[src/rtl/zero_count_serial.sv]
// Serial zero/one counter: examines CHUNK bits of a latched word per clock
// and returns the match count over a valid/ready output handshake.
//
// state  | meaning
// -------+--------------------------------------------------------------
// S_IDLE | in_ready high, waiting for a word
// S_BUSY | consuming CHUNK bits per cycle from the shift register
// S_DONE | count presented with out_valid, held until out_ready
module zero_count_serial #(
  parameter  int WIDTH = 8,
  parameter  int CHUNK = 2,
  localparam int CNT_W = $clog2(WIDTH + 1)
) (
  input  logic             clk,
  input  logic             rst_n,
  input  logic             in_valid,
  output logic             in_ready,
  input  logic [WIDTH-1:0] data,
  input  logic             mode,
  output logic             out_valid,
  input  logic             out_ready,
  output logic [CNT_W-1:0] count
);

  localparam int NBEAT  = WIDTH / CHUNK;
  localparam int BEAT_W = (NBEAT > 1) ? $clog2(NBEAT) : 1;
  localparam logic [BEAT_W-1:0] LAST_BEAT = BEAT_W'(NBEAT - 1);

  if (WIDTH < 1 || CHUNK < 1 || CHUNK > WIDTH || (WIDTH % CHUNK) != 0) begin : g_param_chk
    $error("zero_count_serial: CHUNK must divide WIDTH");
  end

  typedef enum logic [1:0] {
    S_IDLE = 2'd0,
    S_BUSY = 2'd1,
    S_DONE = 2'd2
  } state_t;

  state_t            state_q;
  logic [WIDTH-1:0]  shreg_q;
  logic              mode_q;
  logic [CNT_W-1:0]  acc_q;
  logic [BEAT_W-1:0] beat_q;
  logic [CNT_W-1:0]  count_q;
  logic              out_valid_q;
  logic              in_ready_q;

  logic [CHUNK-1:0]  chunk_match;
  logic [CNT_W-1:0]  chunk_pop;
  logic [CNT_W-1:0]  acc_d;

  // Inverting for mode=0 lets one popcount serve both zero and one counting.
  always_comb begin
    chunk_match = mode_q ? shreg_q[CHUNK-1:0] : ~shreg_q[CHUNK-1:0];
    chunk_pop   = '0;
    for (int i = 0; i < CHUNK; i++) begin
      chunk_pop = chunk_pop + CNT_W'(chunk_match[i]);
    end
    acc_d = acc_q + chunk_pop;
  end

  always_ff @(posedge clk or negedge rst_n) begin
    if (!rst_n) begin
      state_q     <= S_IDLE;
      shreg_q     <= '0;
      mode_q      <= 1'b0;
      acc_q       <= '0;
      beat_q      <= '0;
      count_q     <= '0;
      out_valid_q <= 1'b0;
      in_ready_q  <= 1'b1;
    end else begin
      case (state_q)
        S_IDLE: begin
          if (in_valid) begin
            shreg_q    <= data;
            mode_q     <= mode;
            acc_q      <= '0;
            beat_q     <= '0;
            in_ready_q <= 1'b0;
            state_q    <= S_BUSY;
          end
        end
        S_BUSY: begin
          acc_q   <= acc_d;
          shreg_q <= shreg_q >> CHUNK;
          beat_q  <= beat_q + BEAT_W'(1);
          if (beat_q == LAST_BEAT) begin
            count_q     <= acc_d;
            out_valid_q <= 1'b1;
            state_q     <= S_DONE;
          end
        end
        S_DONE: begin
          // in_valid is deliberately ignored here; acceptance waits for IDLE.
          if (out_ready) begin
            out_valid_q <= 1'b0;
            in_ready_q  <= 1'b1;
            state_q     <= S_IDLE;
          end
        end
        default: begin
          out_valid_q <= 1'b0;
          in_ready_q  <= 1'b1;
          state_q     <= S_IDLE;
        end
      endcase
    end
  end

  assign in_ready  = in_ready_q;
  assign out_valid = out_valid_q;
  assign count     = count_q;

endmodule

[config.mk]
export PLATFORM = sky130hd
export DESIGN_NAME = zero_count_serial
export DESIGN_NICKNAME = d
export VERILOG_FILES = /design/src/rtl/zero_count_serial.sv
export SDC_FILE = /design/constraint.sdc
export NUM_CORES = 1
export LEC_CHECK = 0
export BUFFER_PORTS_ARGS = -buffer_cell sky130_fd_sc_hd__buf_2
export CORE_ASPECT_RATIO = 0.9
export CORE_UTILIZATION = 53
export CTS_CLUSTER_SIZE = 40
export DETAILED_ROUTE_END_ITERATION = 10
export GPL_TIMING_DRIVEN = 0
export MAX_ROUTING_LAYER = met4
export PLACE_DENSITY = 0.76
export SKIP_LAST_GASP = 1
export SYNTH_ARGS = -nofsm -noshare
export SYNTH_HDL_FRONTEND = slang
export SYNTH_SLANG_ARGS = --single-unit
[constraint.sdc]
create_clock -name clk -period 2.3 [get_ports clk]
set_input_delay 0.46 -clock clk [delete_from_list [all_inputs] [get_ports clk]]
set_output_delay 0.46 -clock clk [all_outputs]
set_load 0.005 [all_outputs]
======== After elaboration in Yosys (flattened, before gate mapping) ========
Index checks and enable logic that the tools add are counted.
storage, ports and cells
  bits in registers ....................... 23
  input port bits ......................... 13
  word-level logic and storage cells ...... 45
  output and inout port bits .............. 6
cells by class
  reduce and logical (&&, ||, !) cells .... 8
  multiplexer cells ....................... 17
  $add $sub $neg .......................... 3
  equal/unequal tests ..................... 6
  bitwise gates (word level) .............. 3
operators by type and width
  cell                                           number
  one-hot mux 8 bit (2 select lines)             1
  two-way mux 2 bit                              5
  AND reduction 3 bit                            3
  two-way mux 8 bit                              1
  one-hot mux 4 bit (2 select lines)             1
  != test 2 bit, second input constant           3
  one-hot mux 1 bit (3 select lines)             2
  one-hot mux 2 bit (3 select lines)             1
  AND reduction 2 bit                            3
  adder 4 x 2 -> 4 bit                           1
  == test 2 bit, second input constant           2
  two-way mux 1 bit                              4
  two-way mux 4 bit                              1
  one-hot mux 2 bit (2 select lines)             1
  adder 1 x 1 -> 2 bit                           1
  adder 2 x 1 -> 2 bit, second input constant    1
  == test 2 x 1 -> 1 bit, second input constant  1
  zero test 2 bit                                1
  inverter 1 bit                                 2
  inverter 2 bit                                 1
  nonzero test 2 bit                             1

======== Logic depth before layout (Yosys ltp) ========
Gate-level depths: netlist of the first run.
  depth in word-level cells ............... 5
  gate-level depth with buffers ........... 6
  depth with buffers taken out ............ 6

======== Worst setup path after synthesis of the first run ========
Ideal clock, no wire load.
  kind .................................... flip-flop to flip-flop
  start point ............................. register mode_q
  end point ............................... register acc_q[2]
  library setup time ...................... 0.121 ns
  slack ................................... 0.505 ns
  data required time ...................... 2.179 ns
  stages on the path, launching flop included .. 7
  clock period less this slack ............ 1.795 ns
  path buffers ............................ 0
  arrival time ............................ 1.674 ns
  path through ............................ dfrtp_1 > xor2_1 > fa_1 > inv_1 > ha_1 > mux2_2 > a22o_1
on the way
  longest elaborated chain between the ends .. 4
RTL lines
  element                             line  RTL
  from (decl)                         41    logic mode_q;
  from (signal assigned)              77    mode_q <= mode;
  two-way mux 2 bit                   54    chunk_match = mode_q ? shreg_q[CHUNK-1:0] : ~shreg_q[CHUNK-1:0];
  adder 1 x 1 -> 2 bit                57    chunk_pop = chunk_pop + CNT_W'(chunk_match[i]);
  adder 4 x 2 -> 4 bit                59    acc_d = acc_q + chunk_pop;
  one-hot mux 4 bit (2 select lines)  73    case (state_q)
  to (signal assigned)                67    acc_q <= '0;
  to (signal assigned)                78    acc_q <= '0;
  to (signal assigned)                85    acc_q <= acc_d;
  to (decl)                           42    logic [CNT_W-1:0] acc_q;
Every way passes these cells.
A chain may end at the register's enable or synchronous reset.

======== Worst setup path after layout of the first run ========
Ends and elaborated chain as after synthesis.

==> flow_summary_export.csv, run 1 <==
group,metric,value,unit
global_routing,antenna_found_initial,0,
sta,slew_headroom,0.673,
route,wl,1930,µm
critical_path,critPathSlowestCell,"dfrtp_1",
route,dr.pass1.iters,4,
global_routing,grt_pass1_wl,3380,µm
layout,final_common_cell,"dfrtp_1",
power_and_ir_drop,powerDensity,1350,mW/mm²
route,wl_per_cell,13.2,µm
global_routing,gr-total-overflow,0,
sta,setup-tns-final,0,ns
route,drt_iter0_markers,16,
die,dieHeight,44.9,µm
sta,period_minus_slack,1.92,ns
cts,cts_sinks,23,
synthesis,synth_edf_count,0,
layout,final_layout_size_suffix_gt1_frac,0.273,
layout,seq_area,577,µm²
die,dieArea,0.00223,mm²
layout,area_growth,13.7,%
die,core-area,0.00191,mm²
global_routing,track_usage,0.217,
sta,worstMarginPinSlew,0.491,ns
cts,clk_latency,0.31,ns
sta,setup_viol,0,
power_and_ir_drop,pwr-share-comb,0.459,
cts,path_clk_slew,0.13,ns
layout,multiInputGateArea,468,µm²
synthesis,syn_area_per_cell,11.0,µm²
synthesis,synth_top_area_cell,"dfrtp_1",
critical_path,cp_data_required_time,2.52,ns
power_and_ir_drop,peakVddDrop,0.837,mV
layout,fin_nets,138,
critical_path,r2r_start,"mode_q",
die,rows,15,
synthesis,netlist_instances,99,
cts,post_cts_resized,0,
power_and_ir_drop,swShare,0.386,
job,cap_violations,0,
synthesis,syn_area,0.00109,mm²
synthesis,yosys-top-cells-area,"dfrtp_1 51%, o21ai_0 6.0%, nand2_1 5.5%",
cts,cts_made_buffers,3,
critical_path,cp_num_buf_inv,1,
synthesis,ys_warn_count,0,
sta,maxSlewViolCount,0,
sta,hold_viol_final,0,
route,drc,0,
power_and_ir_drop,pwr-share-seq,0.427,
critical_path,endpoint,"acc_q[2]",
critical_path,startpoint,"mode_q",
power_and_ir_drop,internal_power,0.00102,W
die,num_io_pins,19,
critical_path,path_delay_family,"adder cells",
cts,root_buffer,"clkbuf_4",
critical_path,r2r_cells,6,
critical_path,cp.depth,6,
route,vias,783,
critical_path,r2r_end,"acc_q[2]",
layout,final_cell_mix,"22 x dfrtp_1, 18 x buf_2, 16 x nand2_1",
synthesis,netlist.area_leader.share,0.507,
global_routing,grt_pass1_vias,721,
sta,period_share,0.834,
power_and_ir_drop,p_clk_frac,0.114,
synthesis,synth_top_flop_cell,"dfrtp_1",
die,start_util,0.567,
sta,max_freq,521,MHz
outcome,status,"complete, no violations",
synthesis,seq_area_frac_synth,0.531,
global_routing,grt_max_degree,24,
placed_design,hpwl,1400,µm
synthesis,ys_seq_elements,23,
synthesis,async_reset_ff_frac,1.00,
critical_path,critical_path.max_stage_delay,0.43,ns
power_and_ir_drop,p_switching,0.000643,W
critical_path,worstSetupEndpointType,"flip-flop",
layout,n_fill_cell,186,
critical_path,path_cells,"xor2_1 -> fa_1 -> inv_1 -> ha_1 -> mux2_2 -> a22o_1",
layout,fin_util,0.645,
cts,clockBufferDepth,2,
sta,skew,0.00532,ns
critical_path,r2r_setup_slack,0.38,ns
placed_design,io_buffers,18,
synthesis,syn_nets,115,
cts,postCtsSetupBuffers,0,
die,chipWidth,49.7,µm
cts,tritoncts,"done",
cts,ctsHoldBuffers,0,
layout,fin_area,0.00123,mm²
worst_hold_path,hp-class,"input pin to asynchronous set/reset pin",
power_and_ir_drop,p_leak,0.594,nW
synthesis,synth.distinct_cells,29,
critical_path,cp.arrival,2.14,ns
route,vias_per_cell,5.36,
critical_path,path_max_fanout,3,
critical_path,critical_path_class,"flip-flop to flip-flop",
placed_design,placed_area,0.00121,mm²
layout,num_antenna_cells,0,
sta,grt_setup_unrepaired,"no",
critical_path,start_kind,"flip-flop",
cts,htree_levels,1,
route,ant_nets,0,
placed_design,gp_congestion,0.760,
## logic make-up (layout without fill, tap and decap cells)
family / Yosys count / count (layout) / share of synthesized area
buffers and inverters: 7 / 29 / 0.0380
AOI/OAI and AO/OA: 30 / 30 / 0.182
DFF: 23 / 23 / 0.531
xor gates and xnor gates: 4 / 4 / 0.0323
and+or+nand+nor: 29 / 29 / 0.144
muxes: 3 / 3 / 0.0311
adders and majority gates: 3 / 3 / 0.0415
## routing by layer
| layer | vias up | wire [µm] | share of wire | track usage |
|---|---|---|---|---|
| met5 | - | 0 | 0 | - |
| met4 | 0 | 14 | 0.0073 | 0.0857 |
| met3 | 2 | 59 | 0.031 | 0.0404 |
| met2 | 11 | 861 | 0.45 | 0.311 |
| met1 | 379 | 992 | 0.51 | 0.306 |
| li1 | 391 | - | - | - |
## power groups by stage
stage / Clock (W) / Sequential, W / Combinational (W)
2_1_floorplan: 0 / 0.000700 / 0.000564
4_1_cts: 0.000189 / 0.000710 / 0.000773
3_3_place_gp: 0 / 0.000708 / 0.000740
6_report: 0.000190 / 0.000711 / 0.000765
5_1_grt: 0.000206 / 0.000734 / 0.000887
3_5_place_dp: 0 / 0.000718 / 0.000760
## worst min path at each step
stage	from	to	cells past startpoint
6_report	rst_n	acc_q[3]	1
5_1_grt	rst_n	shreg_q[7]	1
4_1_cts	rst_n	shreg_q[1]	1
3_5_place_dp	rst_n	mode_q	1
3_3_place_gp	rst_n	shreg_q[1]	1
2_1_floorplan	rst_n	acc_q[0]	0
## sequential cells by signal (all words and copies together) (netlist names)
register and count:
out_valid 1, shreg_q 8, count 4, acc_q 4, beat_q 2, in_ready 1
mode_q 1, state_q 2
## worst reg2reg max path, delay by kind of cell (launching register included)
family / cells / cell delay (ns)
adders and majority gates: 2 / 0.62
DFF: 1 / 0.43
muxes: 1 / 0.34
xor gates and xnor gates: 1 / 0.19
AOI/OAI and AO/OA: 1 / 0.18
buffers and inverters: 1 / 0.07
## stage by stage
| step | total power, W | instances | hold WS [ns] | setup WS, ns |
|---|---|---|---|---|
| after floorplan | 0.00126 | 99 | 0.164 | 0.505 |
| after global placement | 0.00145 | 142 | 0.457 | 0.428 |
| after detailed placement | 0.00148 | 142 | 0.457 | 0.383 |
| final | 0.00166 | 146 | 0.0882 | 0.382 |
| after CTS | 0.00167 | 146 | 0.112 | 0.365 |
| after global routing | 0.00183 | 146 | 0.141 | 0.270 |
## cell usage after synthesis (2+ instances only)
master,n
nor2b_1,2
dfrtp_1,22
inv_1,3
o21ai_0,13
nand2b_1,2
nand2_1,16
a22oi_1,7
ha_1,2
buf_4,2
a22o_1,4
xor2_1,3
a21oi_1,3
nor2_1,3
mux2_2,2
## cell type report
class / instances / area share
clock buffer: 3 / 0.0182
sequential: 23 / 0.467
buffer: 4 / 0.0243
inverter: 3 / 0.00912
multi-input combinational: 69 / 0.379
tap: 25 / 0.0253
clock inverter: 1 / 0.00405
timing repair buffer: 18 / 0.0729
(Power assumes the default switching activity.)
==> inputs of run 2 (changes only) <==
--- a/config.mk
+++ b/config.mk
@@ -7,12 +7,12 @@
 export LEC_CHECK = 0
 export BUFFER_PORTS_ARGS = -buffer_cell sky130_fd_sc_hd__buf_2
 export CORE_ASPECT_RATIO = 0.9
-export CORE_UTILIZATION = 53
+export CORE_UTILIZATION = 48
 export CTS_CLUSTER_SIZE = 40
 export DETAILED_ROUTE_END_ITERATION = 10
 export GPL_TIMING_DRIVEN = 0
 export MAX_ROUTING_LAYER = met4
-export PLACE_DENSITY = 0.76
+export PLACE_DENSITY = 0.73
 export SKIP_LAST_GASP = 1
 export SYNTH_ARGS = -nofsm -noshare
 export SYNTH_HDL_FRONTEND = slang
==> constraint.sdc (replaced) <==
create_clock -name clk -period 1.7 [get_ports clk]
set_input_delay 0.34 -clock clk [delete_from_list [all_inputs] [get_ports clk]]
set_output_delay 0.34 -clock clk [all_outputs]
set_load 0.005 [all_outputs]
==> run 2 against run 1 <==
The run now ends with setup timing left. Clock power is 30% higher. Total power grew 43%. Design area is 3.7% higher. Critical path depth unchanged. Final cell count up 1.4%. Sequential share of layout area shrank 1.7 points. Sequential cell count is the same. Worst setup slack lost 0.45 ns. Routed wire length grew 2.3%. Fmax rose by 8.6%. Combinational power rose by 52%.
==> flow_summary_export.csv, run 2 (same netlist as run 1, synthesis figures left out) <==
group,metric,value,unit
route,vias,782,
die,dieArea,0.00246,mm²
cts,cts_sinks,23,
sta,max_freq,566,MHz
sta,hold-worst-slack,0.243,ns
cts,htree_levels,1,
die,start_util,0.536,
sta,period_minus_slack,1.77,ns
route,wl,1970,µm
route,wl_per_cell,13.3,µm
global_routing,grt_pass1_wl,3470,µm
layout,n_fill_cell,178,
die,num_io_pins,19,
layout,final_layout_size_suffix_gt1_frac,0.309,
worst_hold_path,hp-class,"input pin to flip-flop",
die,rows,15,
layout,area_growth,18.0,%
placed_design,gp_congestion,0.751,
sta,maxSlewViolCount,0,
global_routing,grt_max_degree,24,
die,chipWidth,52.1,µm
outcome,violations,"setup timing",
power_and_ir_drop,peakVddDrop,1.02,mV
cts,clockBufferDepth,2,
sta,slew_headroom,0.666,
global_routing,antenna_found_initial,0,
layout,regMostFlops,"shreg_q",
cts,tritoncts,"done",
layout,largest_reg_flops,8,
critical_path,critical_path_class,"flip-flop to flip-flop",
global_routing,grt_pass1_vias,732,
layout,fin_util,0.632,
cts,clk_latency,0.31,ns
layout,num_antenna_cells,0,
placed_design,io_buffers,18,
global_routing,gr-total-overflow,0,
critical_path,cp_data_required_time,1.91,ns
die,dieHeight,47.1,µm
layout,fin_nets,140,
die,core-area,0.00203,mm²
layout,final_common_cell,"dfrtp_1",
power_and_ir_drop,p_leak,0.606,nW
route,drc,0,
global_routing,track_usage,0.210,
layout,final_cell_mix,"22 x dfrtp_1, 18 x buf_2, 16 x nand2_1",
sta,grt_setup_unrepaired,"yes",
sta,fin_ws,-0.0657,ns
sta,hold_viol_final,0,
sta,setup_viol,1,
route,ant_nets,0,
route,drt_iter0_markers,11,
sta,period_share,1.04,
route,dr.pass1.iters,4,
power_and_ir_drop,powerDensity,1860,mW/mm²
placed_design,hpwl,1450,µm
route,vias_per_cell,5.28,
job,cap_violations,0,
critical_path,r2r_setup_slack,-0.07,ns
critical_path,start_kind,"flip-flop",
cts,cts_made_buffers,3,
outcome,status,"finished, violations left",
critical_path,worstSetupEndpointType,"flip-flop",
critical_path,path_max_fanout,2,
sta,skew,0.00331,ns
critical_path,cp.arrival,1.98,ns
cts,path_clk_slew,0.11,ns
cts,root_buffer,"clkbuf_4",
sta,worstMarginPinSlew,0.500,ns
[run 2: layer usage]
| metal | track usage | share of wire | wire (µm) |
|---|---|---|---|
| met5 | - | 0 | 0 |
| met4 | 0.0789 | 0.019 | 38 |
| met3 | 0.0583 | 0.042 | 83 |
| met2 | 0.308 | 0.46 | 903 |
| met1 | 0.279 | 0.48 | 948 |
[run 2: repair_timing]
action	in CTS	in global routing
gates resized for setup	5	1
setup endpoints to repair	2	5
hold endpoints to repair	22	0
buffers inserted	1	0
hold buffers	1	0
gates cloned	0	0
pin swaps	2	2
[run 2: path summary, 6_finish.rpt]
| check | startpoint | endpoint | cells past startpoint |
|---|---|---|---|
| min | data[7] | shreg_q[7] | 2 |
| max in group asynchronous | rst_n | in_ready | 2 |
| max reg2reg | shreg_q[0] | acc_q[2] | 6 |
| min in group asynchronous | rst_n | shreg_q[0] | 2 |
| min reg2reg | count[2] | count[2] | 2 |
| max | shreg_q[0] | acc_q[2] | 6 |
[run 2: cell type report]
type	count	area, µm²	area share
multi-input cells	69	498	0.389
well taps	25	31.3	0.0244
plain buffers	4	30.0	0.0234
inverters	3	11.3	0.00879
flip-flops and latches	23	577	0.450
repair buffers	20	108	0.0840
clock buffers	4	26.3	0.0205
[run 2: per-stage QoR]
| stage | setup WS [ns] | cells | cell area [µm²] | total power [W] | setup TNS [ns] |
|---|---|---|---|---|---|
| 2_1_floorplan | -0.0334 | 99 | 1090 | 0.00172 | -0.0334 |
| 3_3_place_gp | -0.0916 | 142 | 1210 | 0.00198 | -0.0916 |
| 3_5_place_dp | -0.118 | 142 | 1210 | 0.00204 | -0.118 |
| 4_1_cts | -0.135 | 148 | 1280 | 0.00241 | -0.136 |
| 5_1_grt | -0.139 | 148 | 1280 | 0.00262 | -0.139 |
| 6_report | -0.0657 | 148 | 1280 | 0.00238 | -0.0657 |
[run 2: critical path, cell delays in order (launching register included)]
cell and delay (ns):
dfrtp_1 0.42, xor2_2 0.19, fa_2 0.39, inv_2 0.08, ha_4 0.13, mux2_4 0.29
a22o_1 0.17
[run 2: power breakdown]
part | switching [W] | total [W] | internal [W]
clock | 0.000155 | 0.000247 | 0.0000918
sequential | 0.000181 | 0.000974 | 0.000794
combinational | 0.000570 | 0.00116 | 0.000592
==> inputs of run 3 (changes only) <==
--- a/config.mk
+++ b/config.mk
@@ -5,14 +5,14 @@
 export SDC_FILE = /design/constraint.sdc
 export NUM_CORES = 1
 export LEC_CHECK = 0
-export BUFFER_PORTS_ARGS = -buffer_cell sky130_fd_sc_hd__buf_2
 export CORE_ASPECT_RATIO = 0.9
-export CORE_UTILIZATION = 48
+export CORE_UTILIZATION = 54
 export CTS_CLUSTER_SIZE = 40
 export DETAILED_ROUTE_END_ITERATION = 10
+export DONT_BUFFER_PORTS = 1
 export GPL_TIMING_DRIVEN = 0
 export MAX_ROUTING_LAYER = met4
-export PLACE_DENSITY = 0.73
+export PLACE_DENSITY = 0.72
 export SKIP_LAST_GASP = 1
 export SYNTH_ARGS = -nofsm -noshare
 export SYNTH_HDL_FRONTEND = slang
==> run 3 against run 2 <==
The flow still finishes with violations (setup timing). Utilization down 0.50 points. First-iteration DRC count rose by 27%. Clock-buffer cell count is 1 lower. Worst hold slack got worse by 0.088 ns. Global-route usage rose by 0.18 points. Sequential share of layout area grew 3.5 points. Register-to-register slack got worse by 0.02 ns. Clock power is 2% higher. Combinational power is 10% lower. Critical path type unchanged. Critical endpoint unchanged. Largest cell class unchanged. Largest power group unchanged.
==> flow_summary_export.csv, run 3 (same netlist as run 1, synthesis figures left out) <==
group,metric,value,unit
outcome,status,"finished, violations left",
outcome,violations,"setup timing",
sta,worstMarginPinSlew,1.02,ns
power_and_ir_drop,powerDensity,1920,mW/mm²
cts,root_buffer,"clkbuf_4",
critical_path,cp.arrival,2.01,ns
cts,clk_latency,0.31,ns
sta,hold-worst-slack,0.155,ns
sta,grt_setup_unrepaired,"yes",
layout,area_growth,9.45,%
route,vias,728,
route,drt_iter0_markers,14,
route,wl_per_cell,14.7,µm
layout,final_common_cell,"dfrtp_1",
critical_path,path_max_fanout,3,
placed_design,io_buffers,0,
die,dieHeight,44.5,µm
die,start_util,0.573,
layout,fin_nets,122,
layout,num_antenna_cells,0,
die,dieArea,0.00219,mm²
route,vias_per_cell,5.60,
sta,period_minus_slack,1.79,ns
critical_path,start_kind,"flip-flop",
route,wl,1910,µm
route,drc,0,
die,core-area,0.00190,mm²
critical_path,path_cells,"xor2_2 -> fa_2 -> inv_2 -> ha_4 -> mux2_2 -> a22o_1",
power_and_ir_drop,peakVddDrop,1.26,mV
layout,regMostFlops,"shreg_q",
global_routing,grt_max_degree,24,
route,dr.pass1.iters,4,
route,ant_nets,0,
cts,tritoncts,"done",
die,num_io_pins,19,
global_routing,gr-total-overflow,0,
global_routing,grt_pass1_wl,3240,µm
sta,hold_viol_final,0,
sta,fin_ws,-0.0866,ns
sta,slew_headroom,0.319,
sta,setup_viol,1,
layout,final_cell_mix,"22 x dfrtp_1, 16 x nand2_1, 13 x o21ai_0",
critical_path,critical_path.max_stage_delay,0.45,ns
cts,clockBufferDepth,2,
sta,period_share,1.05,
cts,cts_sinks,23,
critical_path,worstSetupEndpointType,"flip-flop",
cts,htree_levels,1,
global_routing,grt_pass1_vias,723,
global_routing,antenna_found_initial,0,
critical_path,critical_path_class,"flip-flop to flip-flop",
sta,skew,0.00974,ns
die,rows,15,
global_routing,track_usage,0.212,
cts,cts_made_buffers,3,
placed_design,gp_congestion,0.721,
sta,maxSlewViolCount,0,
placed_design,hpwl,1320,µm
worst_hold_path,hp-class,"input pin to flip-flop",
power_and_ir_drop,p_leak,0.532,nW
critical_path,cp_data_required_time,1.92,ns
layout,largest_reg_flops,8,
layout,final_layout_size_suffix_gt1_frac,0.200,
sta,max_freq,560,MHz
job,cap_violations,0,
critical_path,critPathSlowestCell,"dfrtp_1",
cts,path_clk_slew,0.13,ns
sta,setup-tns-final,-0.0866,ns
die,chipWidth,49.3,µm
[run 3: path summary, 6_finish.rpt]
| check | from | cells after the start | endpoint | slack [ns] |
|---|---|---|---|---|
| setup / recovery | mode_q | 6 | acc_q[2] | -0.09 |
| hold / removal | out_ready | 2 | in_ready | 0.16 |
| setup reg to reg | mode_q | 6 | acc_q[2] | -0.09 |
| hold reg to reg | acc_q[0] | 2 | acc_q[0] | 0.50 |
| max in group asynchronous | rst_n | 1 | count[2] | 0.45 |
| min in group asynchronous | rst_n | 1 | shreg_q[5] | 0.63 |
[run 3: cell type report]
cell class                 instances  area [µm²]
tap                               25        31.3
clock inverter                     1        5.00
sequential                        23         577
timing repair buffer               2        17.5
buffer                             4        30.0
multi-input combinational         69         494
clock buffer                       3        22.5
inverter                           3        11.3
fill                             158         707
[run 3: per-layer routing]
layer	share of wire	vias up	GRT usage
li1	-	355	-
met1	0.51	355	0.272
met2	0.43	16	0.318
met3	0.048	2	0.0790
met4	0.0079	0	0.0529
met5	0	-	-
[run 3: worst max-delay path: cells and delay by family (launching register included)]
family / cells / cell delay (ns)
DFF: 1 / 0.45
buffers and inverters: 1 / 0.07
muxes: 1 / 0.32
xor gates and xnor gates: 1 / 0.18
AOI/OAI and AO/OA: 1 / 0.18
adders and majority gates: 2 / 0.49
[run 3: metrics by stage]
step / power [W] / std cells / setup WS [ns] / util / area [µm²]
2_1_floorplan: 0.00172 / 99 / -0.0334 / - / 1090
3_3_place_gp: 0.00190 / 124 / -0.0877 / 0.592 / 1120
3_5_place_dp: 0.00194 / 124 / -0.119 / 0.592 / 1120
4_1_cts: 0.00221 / 129 / -0.126 / 0.612 / 1160
5_1_grt: 0.00249 / 130 / -0.139 / 0.627 / 1190
6_report: 0.00228 / 130 / -0.0866 / 0.627 / 1190
[run 3: power by group]
part | switching (W) | total, W | internal (W)
sequential | 0.000196 | 0.000990 | 0.000794
combinational | 0.000522 | 0.00104 | 0.000519
clock | 0.000165 | 0.000253 | 0.0000880
total | 0.000883 | 0.00228 | 0.00140
[run 3: repair_timing]
item	in CTS	in global routing
resized for setup	0	4
hold endpoints to repair	23	0
setup endpoints to repair	1	2
gates cloned	0	0
hold buffers	1	0
buffers inserted	0	1
